### config.mk
export PLATFORM = sky130hd
export DESIGN_NAME = ship_board
export DESIGN_NICKNAME = d
export VERILOG_FILES = /design/src/rtl/ship_board.sv
export SDC_FILE = /design/constraint.sdc
export NUM_CORES = 1
export LEC_CHECK = 0
export CAP_MARGIN = 20
export CORE_AREA = 4 4 219 221
export CTS_CLUSTER_DIAMETER = 120
export CTS_CLUSTER_SIZE = 28
export DETAILED_ROUTE_END_ITERATION = 7
export DIE_AREA = 0 0 223 225
export GPL_TIMING_DRIVEN = 0
export PLACE_DENSITY_LB_ADDON = 0.08
export SYNTH_ARGS = -nofsm -noshare
export SYNTH_HDL_FRONTEND = slang
export SYNTH_SLANG_ARGS = --single-unit
### constraint.sdc
create_clock -name clk -period 3.5 [get_ports clk]
set_input_delay 0.7 -clock clk [delete_from_list [all_inputs] [get_ports clk]]
set_output_delay 0.7 -clock clk [all_outputs]
set_load 0.03 [all_outputs]
### src/rtl/ship_board.sv
// ship_board -- board-state store for one player's fleet.
//
// Records single-cell ships during the picking phase and resolves incoming
// shots during play. It also serves a registered read port to the VGA draw
// stage.
//
// Ports:
//   clk, rst      system clock, synchronous active-high reset
//   pick_ship     placement phase enable from the control logic
//   place_req     single-cycle placement strobe for cell_pos
//   cell_pos      placement cell, [7:4] row, [3:0] column
//   shot_valid    single-cycle incoming shot strobe for shot_pos
//   shot_pos      shot cell, [7:4] row, [3:0] column
//   rd_pos        draw-stage read cell, [7:4] row, [3:0] column
//   ship_count    ships placed so far
//   board_full    ship_count == SHIPS
//   place_err     one-cycle pulse, placement rejected
//   shot_done     one-cycle pulse, shot resolved
//   shot_hit      with shot_done: fresh hit on a ship
//   shot_repeat   with shot_done: cell had already been shot
//   all_sunk      every ship has been hit
//   rd_ship       read data: ship present at rd_pos (1-cycle latency)
//   rd_shot       read data: cell at rd_pos has been shot (1-cycle latency)
module ship_board #(
    parameter int GRID  = 10,
    parameter int SHIPS = 10
) (
    input  logic       clk,
    input  logic       rst,
    input  logic       pick_ship,
    input  logic       place_req,
    input  logic [7:0] cell_pos,
    input  logic       shot_valid,
    input  logic [7:0] shot_pos,
    input  logic [7:0] rd_pos,
    output logic [3:0] ship_count,
    output logic       board_full,
    output logic       place_err,
    output logic       shot_done,
    output logic       shot_hit,
    output logic       shot_repeat,
    output logic       all_sunk,
    output logic       rd_ship,
    output logic       rd_shot
);

    localparam int         IDX_W   = (GRID > 1) ? $clog2(GRID) : 1;
    localparam logic [3:0] GRID_L  = 4'(GRID);
    localparam logic [3:0] SHIPS_L = 4'(SHIPS);

    typedef enum logic [1:0] {SETUP, PLAY, SUNK} state_t;

    state_t                       r_state;
    logic [GRID-1:0][GRID-1:0]    r_ship_map;
    logic [GRID-1:0][GRID-1:0]    r_shot_map;
    logic [3:0]                   r_ship_count;
    logic [3:0]                   r_hit_count;
    logic                         r_place_err;
    logic                         r_shot_done;
    logic                         r_shot_hit;
    logic                         r_shot_repeat;
    logic                         r_rd_ship;
    logic                         r_rd_shot;

    function automatic logic in_range(input logic [7:0] pos);
        return (pos[7:4] < GRID_L) && (pos[3:0] < GRID_L);
    endfunction

    // Out-of-range cells read as empty; the guard also keeps the index legal.
    function automatic logic map_bit(input logic [GRID-1:0][GRID-1:0] m,
                                     input logic [7:0] pos);
        logic [3:0] row;
        logic [3:0] col;
        row = pos[7:4];
        col = pos[3:0];
        map_bit = 1'b0;
        if (in_range(pos))
            map_bit = m[row[IDX_W-1:0]][col[IDX_W-1:0]];
    endfunction

    logic             w_place_ok;
    logic             w_shot_live;
    logic             w_sh_ship;
    logic             w_sh_shot;
    logic             w_shot_hit;
    logic [IDX_W-1:0] w_pl_r;
    logic [IDX_W-1:0] w_pl_c;
    logic [IDX_W-1:0] w_sh_r;
    logic [IDX_W-1:0] w_sh_c;

    assign w_pl_r = cell_pos[4 +: IDX_W];
    assign w_pl_c = cell_pos[0 +: IDX_W];
    assign w_sh_r = shot_pos[4 +: IDX_W];
    assign w_sh_c = shot_pos[0 +: IDX_W];

    assign w_place_ok = place_req && pick_ship && (r_state == SETUP)
                        && in_range(cell_pos) && !map_bit(r_ship_map, cell_pos)
                        && (r_ship_count < SHIPS_L);

    // Shots are only acted on outside SETUP, so they never race a placement.
    assign w_shot_live = shot_valid && (r_state != SETUP) && in_range(shot_pos);
    assign w_sh_ship   = map_bit(r_ship_map, shot_pos);
    assign w_sh_shot   = map_bit(r_shot_map, shot_pos);
    assign w_shot_hit  = w_shot_live && w_sh_ship && !w_sh_shot;

    // NOTE: sequential state uses non-blocking assignments so every register
    // samples the pre-edge values of the others, regardless of statement order.
    always_ff @(posedge clk) begin
        if (rst) begin
            r_state       <= SETUP;
            // NOTE: the maps are plain flops, not RAM, so they can be cleared
            // in a single cycle; a new game must start on an empty board.
            r_ship_map    <= '0;
            r_shot_map    <= '0;
            r_ship_count  <= '0;
            r_hit_count   <= '0;
            r_place_err   <= 1'b0;
            r_shot_done   <= 1'b0;
            r_shot_hit    <= 1'b0;
            r_shot_repeat <= 1'b0;
            r_rd_ship     <= 1'b0;
            r_rd_shot     <= 1'b0;
        end else begin
            case (r_state)
                SETUP:   if (r_ship_count == SHIPS_L) r_state <= PLAY;
                PLAY:    if (r_hit_count == SHIPS_L)  r_state <= SUNK;
                SUNK:    r_state <= SUNK;
                default: r_state <= SETUP;
            endcase

            // Placement: silently ignored while pick_ship is low.
            r_place_err <= place_req && pick_ship && !w_place_ok;
            if (w_place_ok) begin
                r_ship_map[w_pl_r][w_pl_c] <= 1'b1;
                r_ship_count               <= r_ship_count + 4'd1;
            end

            // Every strobe is acknowledged; only live shots touch the map.
            r_shot_done   <= shot_valid;
            r_shot_hit    <= w_shot_hit;
            r_shot_repeat <= w_shot_live && w_sh_shot;
            if (w_shot_live) begin
                r_shot_map[w_sh_r][w_sh_c] <= 1'b1;
                if (w_shot_hit && (r_hit_count < SHIPS_L))
                    r_hit_count <= r_hit_count + 4'd1;
            end

            r_rd_ship <= map_bit(r_ship_map, rd_pos);
            r_rd_shot <= map_bit(r_shot_map, rd_pos);
        end
    end

    assign ship_count  = r_ship_count;
    assign board_full  = (r_ship_count == SHIPS_L);
    assign all_sunk    = (r_hit_count == SHIPS_L);
    assign place_err   = r_place_err;
    assign shot_done   = r_shot_done;
    assign shot_hit    = r_shot_hit;
    assign shot_repeat = r_shot_repeat;
    assign rd_ship     = r_rd_ship;
    assign rd_shot     = r_rd_shot;

endmodule

# Word level (Yosys, flattened, before mapping)
# Index checks and enable logic that the tools add are counted.
# word_totals
out_inout_bits	12
regBits	216
wordCells	119
# classes
reduce_logical	27
add_sub_neg	2
mux	34
bitwise_logic	3
n_eq_ne	6
n_lt_le_gt_ge	18
# op_table
operator	n
$bmux W10 S4	5
$or A100 B100 Y100	2
$demux W10 S4	2
$mux W10	7
$lt A4 B4 Y1 const B	8
$lt A4 B5 Y1 const B	6
$bmux W1 S4	5
$logic_and A1 B1 Y1	19
$ge A4 B1 Y1 const B	4
$mux W1	10
$add A4 B1 Y4 const B	2
$demux W1 S4	2
$eq A4 B4 Y1 const B	2
$pmux W2 S3	1
$mux W2	2
$ne A2 B2 Y1 const B	2
$reduce_and A2 Y1	2
$logic_not A1 Y1	3
$eq A2 B1 Y1 const B	1
$eq A2 B2 Y1 const B	1
$logic_not A2 Y1	1
$reduce_bool A2 Y1	1
$reduce_or A2 Y1	1
$not A1 Y1	1

# Logic depth before layout (Yosys ltp)
# Gate-level depths: netlist of the first run.
# logic_depth
depth_word	10
depth_mapped	12
mapped_depth_nobuf	9

# Least setup slack after synthesis of the first run
# No wires, ideal clock.
# synth_timing
path_type	in2reg
from	in cell_pos[5]
to	reg r_ship_map[30] (netlist bit)
cell_stages	10
n_path_buf	3
t_arrival_ns	3.111
path_slack_ns	0.314
setup_time_ns	0.075
required_time_ns	3.425
cell_sequence	clkbuf_1 clkbuf_1 mux4_2 a22oi_1 o211ai_1 and4_1 or4b_1 buf_2 nand4b_4 o2bb2ai_1
# synth_via
elab_chain_cells	8
word_cells_on_any_way	17
classes_between	order compare: 3; mux: 7; bitwise: 1; reduce/logical: 6
# synth_rtl
item	line	rtl
start, declared	32	input logic [7:0] cell_pos,
$bmux W10 S4	78	map_bit = m[row[IDX_W-1:0]][col[IDX_W-1:0]];
$mux W10 (implied by the code)	78	
$bmux W1 S4	78	
$mux W1 (implied by the code)	78	
$mux W1	77	if (in_range(pos))
$logic_not A1 Y1	97	&& in_range(cell_pos) && !map_bit(r_ship_map, cell_pos)
$logic_and A1 B1 Y1	97	
$logic_and A1 B1 Y1	98	&& (r_ship_count < SHIPS_L);
end signal, assigned	113	r_ship_map <= '0;
end signal, assigned by index	134	r_ship_map[w_pl_r][w_pl_c] <= 1'b1;
end, declared	54	logic [GRID-1:0][GRID-1:0] r_ship_map;
# Parallel ways exist; a longest one is shown, timed or not. The select of a mux whose other input is x is not followed.
# A chain may end at the register's enable or synchronous reset.

# Worst setup path after layout of the first run
# layout_timing
from	in shot_pos[0]
to	reg r_hit_count[2]
# layout_via
elab_chain_cells	7
word_cells_on_any_way	14
classes_between	order compare: 1; mux: 6; reduce/logical: 7
# layout_rtl
item	line	rtl
start, declared	34	input logic [7:0] shot_pos,
$bmux W1 S4 / $lt A4 B4 Y1 (equally long branches)	78, 66	
$mux W1 (implied by the code) / $logic_and A1 B1 Y1 (equally long branches)	78, 66	
$mux W1 / $logic_and A1 B1 Y1 (equally long branches)	77, 101	
$logic_and A1 B1 Y1 / $logic_not A1 Y1 (equally long branches)	104	assign w_shot_hit = w_shot_live && w_sh_ship && !w_sh_shot;
$logic_and A1 B1 Y1	104	
$logic_and A1 B1 Y1	144	if (w_shot_hit && (r_hit_count < SHIPS_L))
$reduce_and A2 Y1 (no line) *	n/a	
end signal, assigned	145	r_hit_count <= r_hit_count + 4'd1;
end, declared	57	logic [3:0] r_hit_count;
# Mark *: on every way between the ends. The rest lies on a longest branch, timed or not. The select of a mux whose other input is x is not followed.

==> qor.yml, run 1 <==
status: "finished clean"
grt_overflow: 0
synth_warnings: 0
drv_slew: 0
ys_top_cells_by_area: "dfxtp_1 38%, o2bb2ai_1 15%, mux4_2 15%, mux2i_1 7.1%, nand2_1 1.9%"
area_growth_pct: 15.1
fin_crit_sh_pct: 99.4
fill_cells: 4778
p_total_mw: 4.92
io_buffers: 31
ir_drop_mv: 0.258
grt_pass1_vias: 9394
postRouteAntennaNets: 0
floorplan.die_area_mm2: 0.0502
antenna_found_initial: 1
drt-vias-per-instance: 5.74
row_count: 79
place_hpwl_um: 36200
dr.first_iter.drc_count: 870
critPathCaptureType: "flip-flop"
clk_path_buf_depth: 3
gp_congestion: 0.836
leakage_nw: 4.22
ios: 41
synth_top_area_share_pct: 37.9
worst-slew-pin-transition_ns: 1.14
die_w_um: 223
post-route-min-period_ns: 3.48
setup_viol: 0
start_util_pct: 24.7
fin_skew_ns: 0.0240
synth_top_cell_by_area: "dfxtp_1"
clkLatencyLatePin_ns: 0.52
first_pass_iters: 5
grt_usage_pct: 20.3
grt_pass1_wl_um: 74100
worstPathArrival_ns: 3.89
cts_root_buf: "clkbuf_16"
cts_buffers: 12
slowest_delay_ns: 0.52
syn_area_mm2: 0.0114
antenna_cells: 0
finalWirelength_um: 52600
p_per_area_mw_per_mm2: 374
fin_util_pct: 28.5
grt_max_degree: 29
cts_tree: "built"
fp.dieH_um: 225
max-cap-violations: 0
worstHoldPathCells: 1
r2r-start: "r_ship_map[14]$_SDFFE_PP0P_"
pre_cts_ws_ns: -1.41
synth_fp_nets: 1079
cpMostUsedCell: "buf_4"
fin_ws_ns: 0.0209
ys_seq_elements: 216
cts_max_level: 1
fmax_mhz: 287
yosysSeqAreaShare_pct: 37.9
r2r-end: "r_ship_map[30]$_SDFFE_PP0P_"
drive_above_1_share_pct: 15.9
rsz0062_at_grt: "no"
synth_cell_types: 63
final_cell_mix: "216 x dfxtp_1, 199 x o2bb2ai_1, 81 x mux2i_1, 74 x mux4_2, 57 x nand2_1"
syn_inst: 1044
synth-main-ff-cell: "dfxtp_1"
nNetsFinal: 1129
clkTransAtPathRegs_ns: 0.12
avgSynthCellArea_um2: 10.9
fin_hold_ws_ns: 0.488
crit_chain: "clkdlybuf4s50_1, buf_1, nor2_2, o21ai_0, a211oi_1, or4_1, nand4b_1, buf_4, buf_4, a41o_1, o311a_1"
clock-sinks: 216
routedWlPerCell_um: 30.8
min-delay-start: "r_shot_map[64]$_SDFFE_PP0P_"
critPathLaunchType: "input pin"
slew_headroom_pct: 24.2
async_flop_share_pct: 0
synth-edff-count: 0
worstSetupPathType: "input pin to flip-flop"
worstPathRequired_ns: 3.91
worst_hold_path.endpoint: "r_shot_map[64]$_SDFFE_PP0P_"
critPathMaxFanout: 10
crit_slowest_cell: "nor2_2"
hp-class: "flip-flop to flip-flop"
coreArea_mm2: 0.0462
drc: 0
reg2reg_slack_ns: 0.60
final_common_cell: "dfxtp_1"
setup_tns_ns: 0
hold_viol: 0
via_count: 9800
reg2reg_depth: 8
per-stage QoR:
step	instances	cell area, µm²
global route	1706	13100
detailed placement	1683	12500
finish	1706	13100
floorplan	1044	11400
global placement	1682	12500
CTS	1705	13100
synthesized netlist by cell type, drive strengths merged, types with 4 or more instances:
library cell,n
o221ai,5
o2bb2ai,199
a31oi,4
buf,36
a221oi,5
mux4,82
nand4,4
nor3b,5
o22ai,24
nand3,18
inv,17
or3,4
dfxtp,216
ha,6
o211ai,5
or3b,4
and3,5
o21ai,38
nor2,44
nand3b,7
nor2b,14
mux2,11
a211oi,9
mux2i,81
nor3,10
clkbuf,53
a21oi,21
a22oi,13
nand2,58
registers in the layout, indices dropped and copies added (netlist names), 2 cells and up:
register / cells
r_state: 2
r_hit_count: 4
r_shot_map: 100
ship_count: 4
r_ship_map: 100
critical path, delay by kind of cell:
family          cells  cell delay [ns]
buf+inv             4             1.19
compound gates      4             0.92
simple gates        3             1.08
final cells by class:
cell class,instances,area (µm²),share of cell area (%)
inverters,18,68.8,0.524
flip-flops and latches,216,4320,32.9
well taps,607,759,5.78
plain buffers,89,499,3.80
clock buffers,13,325,2.48
repair buffers,36,360,2.74
multi-input cells,721,6680,50.8
clock inverters,6,124,0.943
cell families (layout without fill, tap and decap cells):
| group | after synthesis | in the layout | synth area share [%] |
|---|---|---|---|
| AOI/OAI and AO/OA | 349 | 349 | 23.9 |
| DFF | 216 | 216 | 37.9 |
| and+or+nand+nor | 190 | 190 | 8.52 |
| muxes | 174 | 174 | 24.6 |
| buffers and inverters | 107 | 162 | 4.23 |
| adders and majority gates | 6 | 6 | 0.658 |
| xor gates and xnor gates | 2 | 2 | 0.153 |
routing by layer:
layer / track usage [%] / up-vias / part of all wire (%)
met5: 0 / - / 0.023
met4: 4.79 / 2 / 2.6
met3: 3.13 / 65 / 5.6
met2: 30.6 / 350 / 43
met1: 30.4 / 5079 / 49
li1: - / 4304 / -
repair_timing:
| item | 4_1_cts | 5_1_grt |
|---|---|---|
| buffers inserted | 3 | 1 |
| gates resized for setup | 35 | 27 |
| endpoints found under the hold margin | 0 | 0 |
| pin swaps | 2 | 2 |
| hold buffers | 0 | 0 |
| setup endpoints to repair | 115 | 71 |
power breakdown:
part,leakage [nW],internal (mW),switching (mW)
clock,0.218,0.919,0.967
sequential,1.74,2.46,0.00202
combinational,2.26,0.161,0.410
total,4.22,3.54,1.38
worst max path at each step:
stage               slack, ns                           to         from  cells after the start
CTS                     -0.09  r_hit_count[2]$_SDFFE_PP0P_  shot_pos[7]                     10
global placement        -1.43  r_hit_count[2]$_SDFFE_PP0P_  shot_pos[4]                     12
floorplan                0.31  r_ship_map[30]$_SDFFE_PP0P_  cell_pos[5]                     10
detailed placement      -1.41  r_hit_count[2]$_SDFFE_PP0P_  shot_pos[4]                     12
finish                   0.02  r_hit_count[2]$_SDFFE_PP0P_  shot_pos[0]                     11
global route            0.004           rd_shot$_SDFF_PP0_    rd_pos[5]                      9
(Power assumes the default switching activity.)
==> inputs of run 2 (changes only) <==
- DONT_BUFFER_PORTS: not set -> 1
==> qor.yml, run 2 (same netlist as run 1, synthesis figures left out) <==
status: "finished clean"
grt_usage_pct: 20.6
die_w_um: 223
clock-sinks: 216
drc: 0
area_growth_pct: 10.8
worstSetupPathType: "input pin to flip-flop"
reg_top3: "r_ship_map x100, r_shot_map x100"
max-cap-violations: 0
worst-slew-pin-transition_ns: 1.19
combPwrFrac_pct: 10.8
grt_pass1_vias: 9556
worst_hold_path.endpoint: "shot_done$_SDFF_PP0_"
setup_tns_ns: 0
coreArea_mm2: 0.0462
gp_congestion: 0.827
grt_overflow: 0
dr.first_iter.drc_count: 833
ff_latch_area_mm2: 0.00432
clk_path_buf_depth: 3
critPathMaxFanout: 10
cts_root_buf: "clkbuf_16"
p_seq_share_pct: 52.1
drv_slew: 0
crit_chain: "clkbuf_1, nor2b_1, clkbuf_1, nand2_1, o211ai_1, o22ai_1, or4_1, nand4b_1, nand3_1, o311a_1"
postRouteAntennaNets: 0
fill_cells: 4819
crit_slowest_cell: "clkbuf_1"
p_sw_share_pct: 29.0
ios: 41
cts_tree: "built"
drt-vias-per-instance: 5.77
hp-class: "input pin to flip-flop"
r2r-start: "r_ship_map[4]$_SDFFE_PP0P_"
place_hpwl_um: 36800
clockPowerShare_pct: 37.2
crit_start: "shot_pos[6]"
switchingPower_mw: 1.37
slew_headroom_pct: 21.0
reg2reg_slack_ns: 0.60
r2r-end: "r_ship_map[20]$_SDFFE_PP0P_"
fmax_mhz: 288
fin_crit_sh_pct: 99.0
worstHoldPathCells: 1
multiInputGateArea_mm2: 0.00663
worstPathRequired_ns: 3.90
grt_pass1_wl_um: 74900
io_buffers: 0
critPathCaptureType: "flip-flop"
cts_max_level: 1
floorplan.die_area_mm2: 0.0502
reg2reg_depth: 8
slowest_delay_ns: 0.75
clkTransAtPathRegs_ns: 0.13
setup_viol: 0
hold_viol: 0
nNetsFinal: 1095
start_util_pct: 24.7
final_common_cell: "dfxtp_1"
fin_util_pct: 27.4
post-route-min-period_ns: 3.47
p_int_mw: 3.37
final_cell_mix: "216 x dfxtp_1, 199 x o2bb2ai_1, 81 x mux2i_1, 74 x mux4_2, 58 x nand2_1"
antenna_cells: 0
worstPathArrival_ns: 3.87
clkLatencyLatePin_ns: 0.53
min-delay-start: "shot_valid"
finalWirelength_um: 53300
leakage_nw: 4.01
routedWlPerCell_um: 31.9
drive_above_1_share_pct: 14.8
fin_skew_ns: 0.0356
antenna_found_initial: 0
grt_max_degree: 29
row_count: 79
ir_drop_mv: 0.235
critPathLaunchType: "input pin"
fp.dieH_um: 225
via_count: 9642
cpMostUsedCell: "clkbuf_1"
p_per_area_mw_per_mm2: 375
first_pass_iters: 5
cts_buffers: 12
[run 2: cell types whose count changed in the layout (fill, tap and decap cells not counted), sizes merged]
cell,before,now
clkdlybuf4s15,3,1
clkbuf,63,65
bufinv,3,1
clkinv,3,2
clkdlybuf4s50,28,0
inv,18,20
dlymetal6s2s,2,0
buf,41,37
[run 2: how the worst max path moves through the flow]
| stage | slack, ns | cells past startpoint | endpoint |
|---|---|---|---|
| floorplan | 0.31 | 10 | r_ship_map[30]$_SDFFE_PP0P_ |
| global placement | -1.21 | 9 | rd_ship$_SDFF_PP0_ |
| detailed placement | -1.16 | 9 | rd_ship$_SDFF_PP0_ |
| CTS | 0.008 | 10 | r_ship_map[20]$_SDFFE_PP0P_ |
| global route | -0.0002 | 9 | r_hit_count[0]$_SDFFE_PP0P_ |
| finish | 0.03 | 10 | r_hit_count[2]$_SDFFE_PP0P_ |
[run 2: critical path: cells and delay by family]
kind,cells,cell delay (ns)
AO/OA/AOI/OAI,3,0.58
buffers and inverters,2,1.08
AND/OR/NAND/NOR,5,1.49
[run 2: metrics by stage]
step	hold slack, ns	power [mW]	cell area, µm²	worst slack, ns	cells
after floorplan	0.443	2.80	11400	0.314	1044
after global placement	0.461	3.03	12200	-1.21	1651
after detailed placement	0.464	3.02	12200	-1.16	1652
after CTS	0.271	4.80	12600	0.00842	1670
after global routing	0.279	4.88	12600	-0.000225	1671
final	0.291	4.74	12600	0.0333	1671
[run 2: timing repair]
item                                   in CTS  in global routing
endpoints found under the hold margin       0                  0
setup endpoints to repair                  22                 23
setup buffers                               0                  1
hold buffers                                0                  0
cloned                                      0                  0
pin swaps                                   0                  1
gates resized for setup                    12                 17
[run 2: area by class of cell]
type	instances	area share [%]
Buffer	89	3.53
Inverter	18	0.544
Sequential cell	216	34.2
Timing Repair Buffer	2	0.178
Clock inverter	5	0.544
Multi-Input combinational cell	721	52.4
Tap cell	607	6.01
Clock buffer	13	2.57
[run 2: power by group through the flow]
stage	sequential [mW]	combinational (mW)	clock [mW]
2_1_floorplan	2.52	0.278	0
6_report	2.47	0.510	1.76
3_5_place_dp	2.52	0.500	0
3_3_place_gp	2.52	0.503	0
5_1_grt	2.47	0.524	1.89
4_1_cts	2.47	0.504	1.83
[run 2: metal layers]
| metal | global-route usage, % | share of wire, % | up-vias |
|---|---|---|---|
| li1 | - | - | 4214 |
| met2 | 31.4 | 43 | 333 |
| met5 | 0 | 0 | - |
| met4 | 4.30 | 1.8 | 0 |
| met3 | 3.06 | 5.6 | 45 |
| met1 | 30.9 | 49 | 5050 |
==> inputs of run 3 (changes only) <==
- SKIP_CTS_REPAIR_TIMING: not set -> 1
==> qor.yml, run 3 (same netlist as run 1, synthesis figures left out) <==
post-route-min-period_ns: 3.45
placed_cells: 1652
critPathCaptureType: "flip-flop"
dr.first_iter.drc_count: 838
setup_tns_ns: 0
cpMostUsedCell: "clkbuf_1"
cts_max_level: 1
ios: 41
fin_hold_ws_ns: 0.298
worstPathArrival_ns: 3.85
drv_slew: 0
worst-slew-pin-transition_ns: 1.19
cts_tree: "built"
drt-vias-per-instance: 5.76
cts_buffers: 12
clk_path_buf_depth: 3
worstSetupPathType: "input pin to flip-flop"
nNetsFinal: 1095
ir_drop_mv: 0.232
fmax_mhz: 290
final_cell_mix: "216 x dfxtp_1, 199 x o2bb2ai_1, 81 x mux2i_1, 74 x mux4_2, 58 x nand2_1"
rsz0062_at_grt: "no"
dpl_cell_area_mm2: 0.0122
status: "finished clean"
start_util_pct: 24.7
postRouteAntennaNets: 0
final_common_cell: "dfxtp_1"
critPathMaxFanout: 10
r2r-end: "r_ship_map[20]$_SDFFE_PP0P_"
p_per_area_mw_per_mm2: 375
drc: 0
max-cap-violations: 0
grt_overflow: 0
row_count: 79
fin_crit_sh_pct: 98.5
reg2reg_slack_ns: 0.58
crit_buf_inv: 2
reg2reg_depth: 8
critPathLaunchType: "input pin"
antenna_found_initial: 0
clock-sinks: 216
p_total_mw: 4.74
drive_above_1_share_pct: 14.8
clkTransAtPathRegs_ns: 0.12
coreArea_mm2: 0.0462
worstPathRequired_ns: 3.91
fin_skew_ns: 0.0349
routedWlPerCell_um: 31.9
r2r-start: "r_ship_map[4]$_SDFFE_PP0P_"
clkLatencyLatePin_ns: 0.53
min-delay-start: "shot_valid"
worst_hold_path.endpoint: "shot_done$_SDFF_PP0_"
wl_met3_um: 3030
hp-class: "input pin to flip-flop"
cts_root_buf: "clkbuf_16"
leakage_nw: 4.01
reg_top3: "r_ship_map x100, r_shot_map x100"
drt-met1-wl_um: 26100
fill_cells: 4818
gp_congestion: 0.827
via_count: 9627
setup_viol: 0
hold_viol: 0
crit_slowest_cell: "clkbuf_1"
grt_max_degree: 29
slew_headroom_pct: 21.0
design_area_mm2: 0.0126
grt_pass1_wl_um: 74900
maxUsedRoutingLayer: "met4"
place_hpwl_um: 36800
antenna_cells: 0
final_cells: 1671
worstHoldPathCells: 1
grt_pass1_vias: 9534
crit_family: "simple AND/OR/NAND/NOR gates"
crit_chain: "clkbuf_1, nor2b_1, clkbuf_1, nand2_1, o211ai_1, o22ai_1, or4_1, nand4b_1, nand3_1, o311a_1"
io_buffers: 0
area_growth_pct: 10.7
slowest_delay_ns: 0.72
finalWirelength_um: 53300
fp.dieH_um: 225
grt_usage_pct: 20.5
first_pass_iters: 5
die_w_um: 223
met2WireLength_um: 23200
floorplan.die_area_mm2: 0.0502
[run 3: changes by cell type in the layout (fill, tap and decap cells not counted), sizes merged]
cell / change
clkbuf: +5
clkinv: -1
clkdlybuf4s18: -1
clkinvlp: +1
clkdlybuf4s15: -1
buf: -3
[run 3: where the power goes]
| part | total [mW] | switching (mW) | internal, mW |
|---|---|---|---|
| Combinational | 0.508 | 0.378 | 0.130 |
| Clock | 1.76 | 0.984 | 0.776 |
| Sequential | 2.47 | 0.00817 | 2.46 |
| Total | 4.74 | 1.37 | 3.37 |
[run 3: metrics by stage]
stage	setup WS, ns	utilization [%]
after floorplan	0.314	-
after detailed placement	-1.16	26.4
final	0.0523	27.4
after CTS	-0.596	27.3
after global routing	0.00697	27.4
after global placement	-1.21	26.4
[run 3: worst max path at each step]
stage / start / end / slack (ns) / depth (start not counted)
after floorplan: cell_pos[5] / r_ship_map[30]$_SDFFE_PP0P_ / 0.31 / 10
final: shot_pos[6] / r_hit_count[2]$_SDFFE_PP0P_ / 0.05 / 10
after CTS: rd_pos[5] / rd_shot$_SDFF_PP0_ / -0.60 / 9
after global routing: shot_pos[5] / r_hit_count[2]$_SDFFE_PP0P_ / 0.007 / 10
after detailed placement: rd_pos[5] / rd_ship$_SDFF_PP0_ / -1.16 / 9
after global placement: rd_pos[5] / rd_ship$_SDFF_PP0_ / -1.21 / 9
[run 3: area by class of cell]
| type | instances | area (µm²) | share of cell area [%] |
|---|---|---|---|
| Sequential cell | 216 | 4320 | 34.2 |
| Buffer | 89 | 437 | 3.45 |
| Multi-Input combinational cell | 721 | 6630 | 52.5 |
| Tap cell | 607 | 759 | 6.01 |
| Inverter | 18 | 71.3 | 0.564 |
| Timing Repair Buffer | 2 | 22.5 | 0.178 |
| Clock inverter | 5 | 68.8 | 0.544 |
| Clock buffer | 13 | 325 | 2.57 |
[run 3: metal layers]
metal  up-vias  track usage (%)
li1       4215                -
met1      5046             30.9
met2       323             31.6
met3        43             3.05
met4         0             3.92
met5         -                0
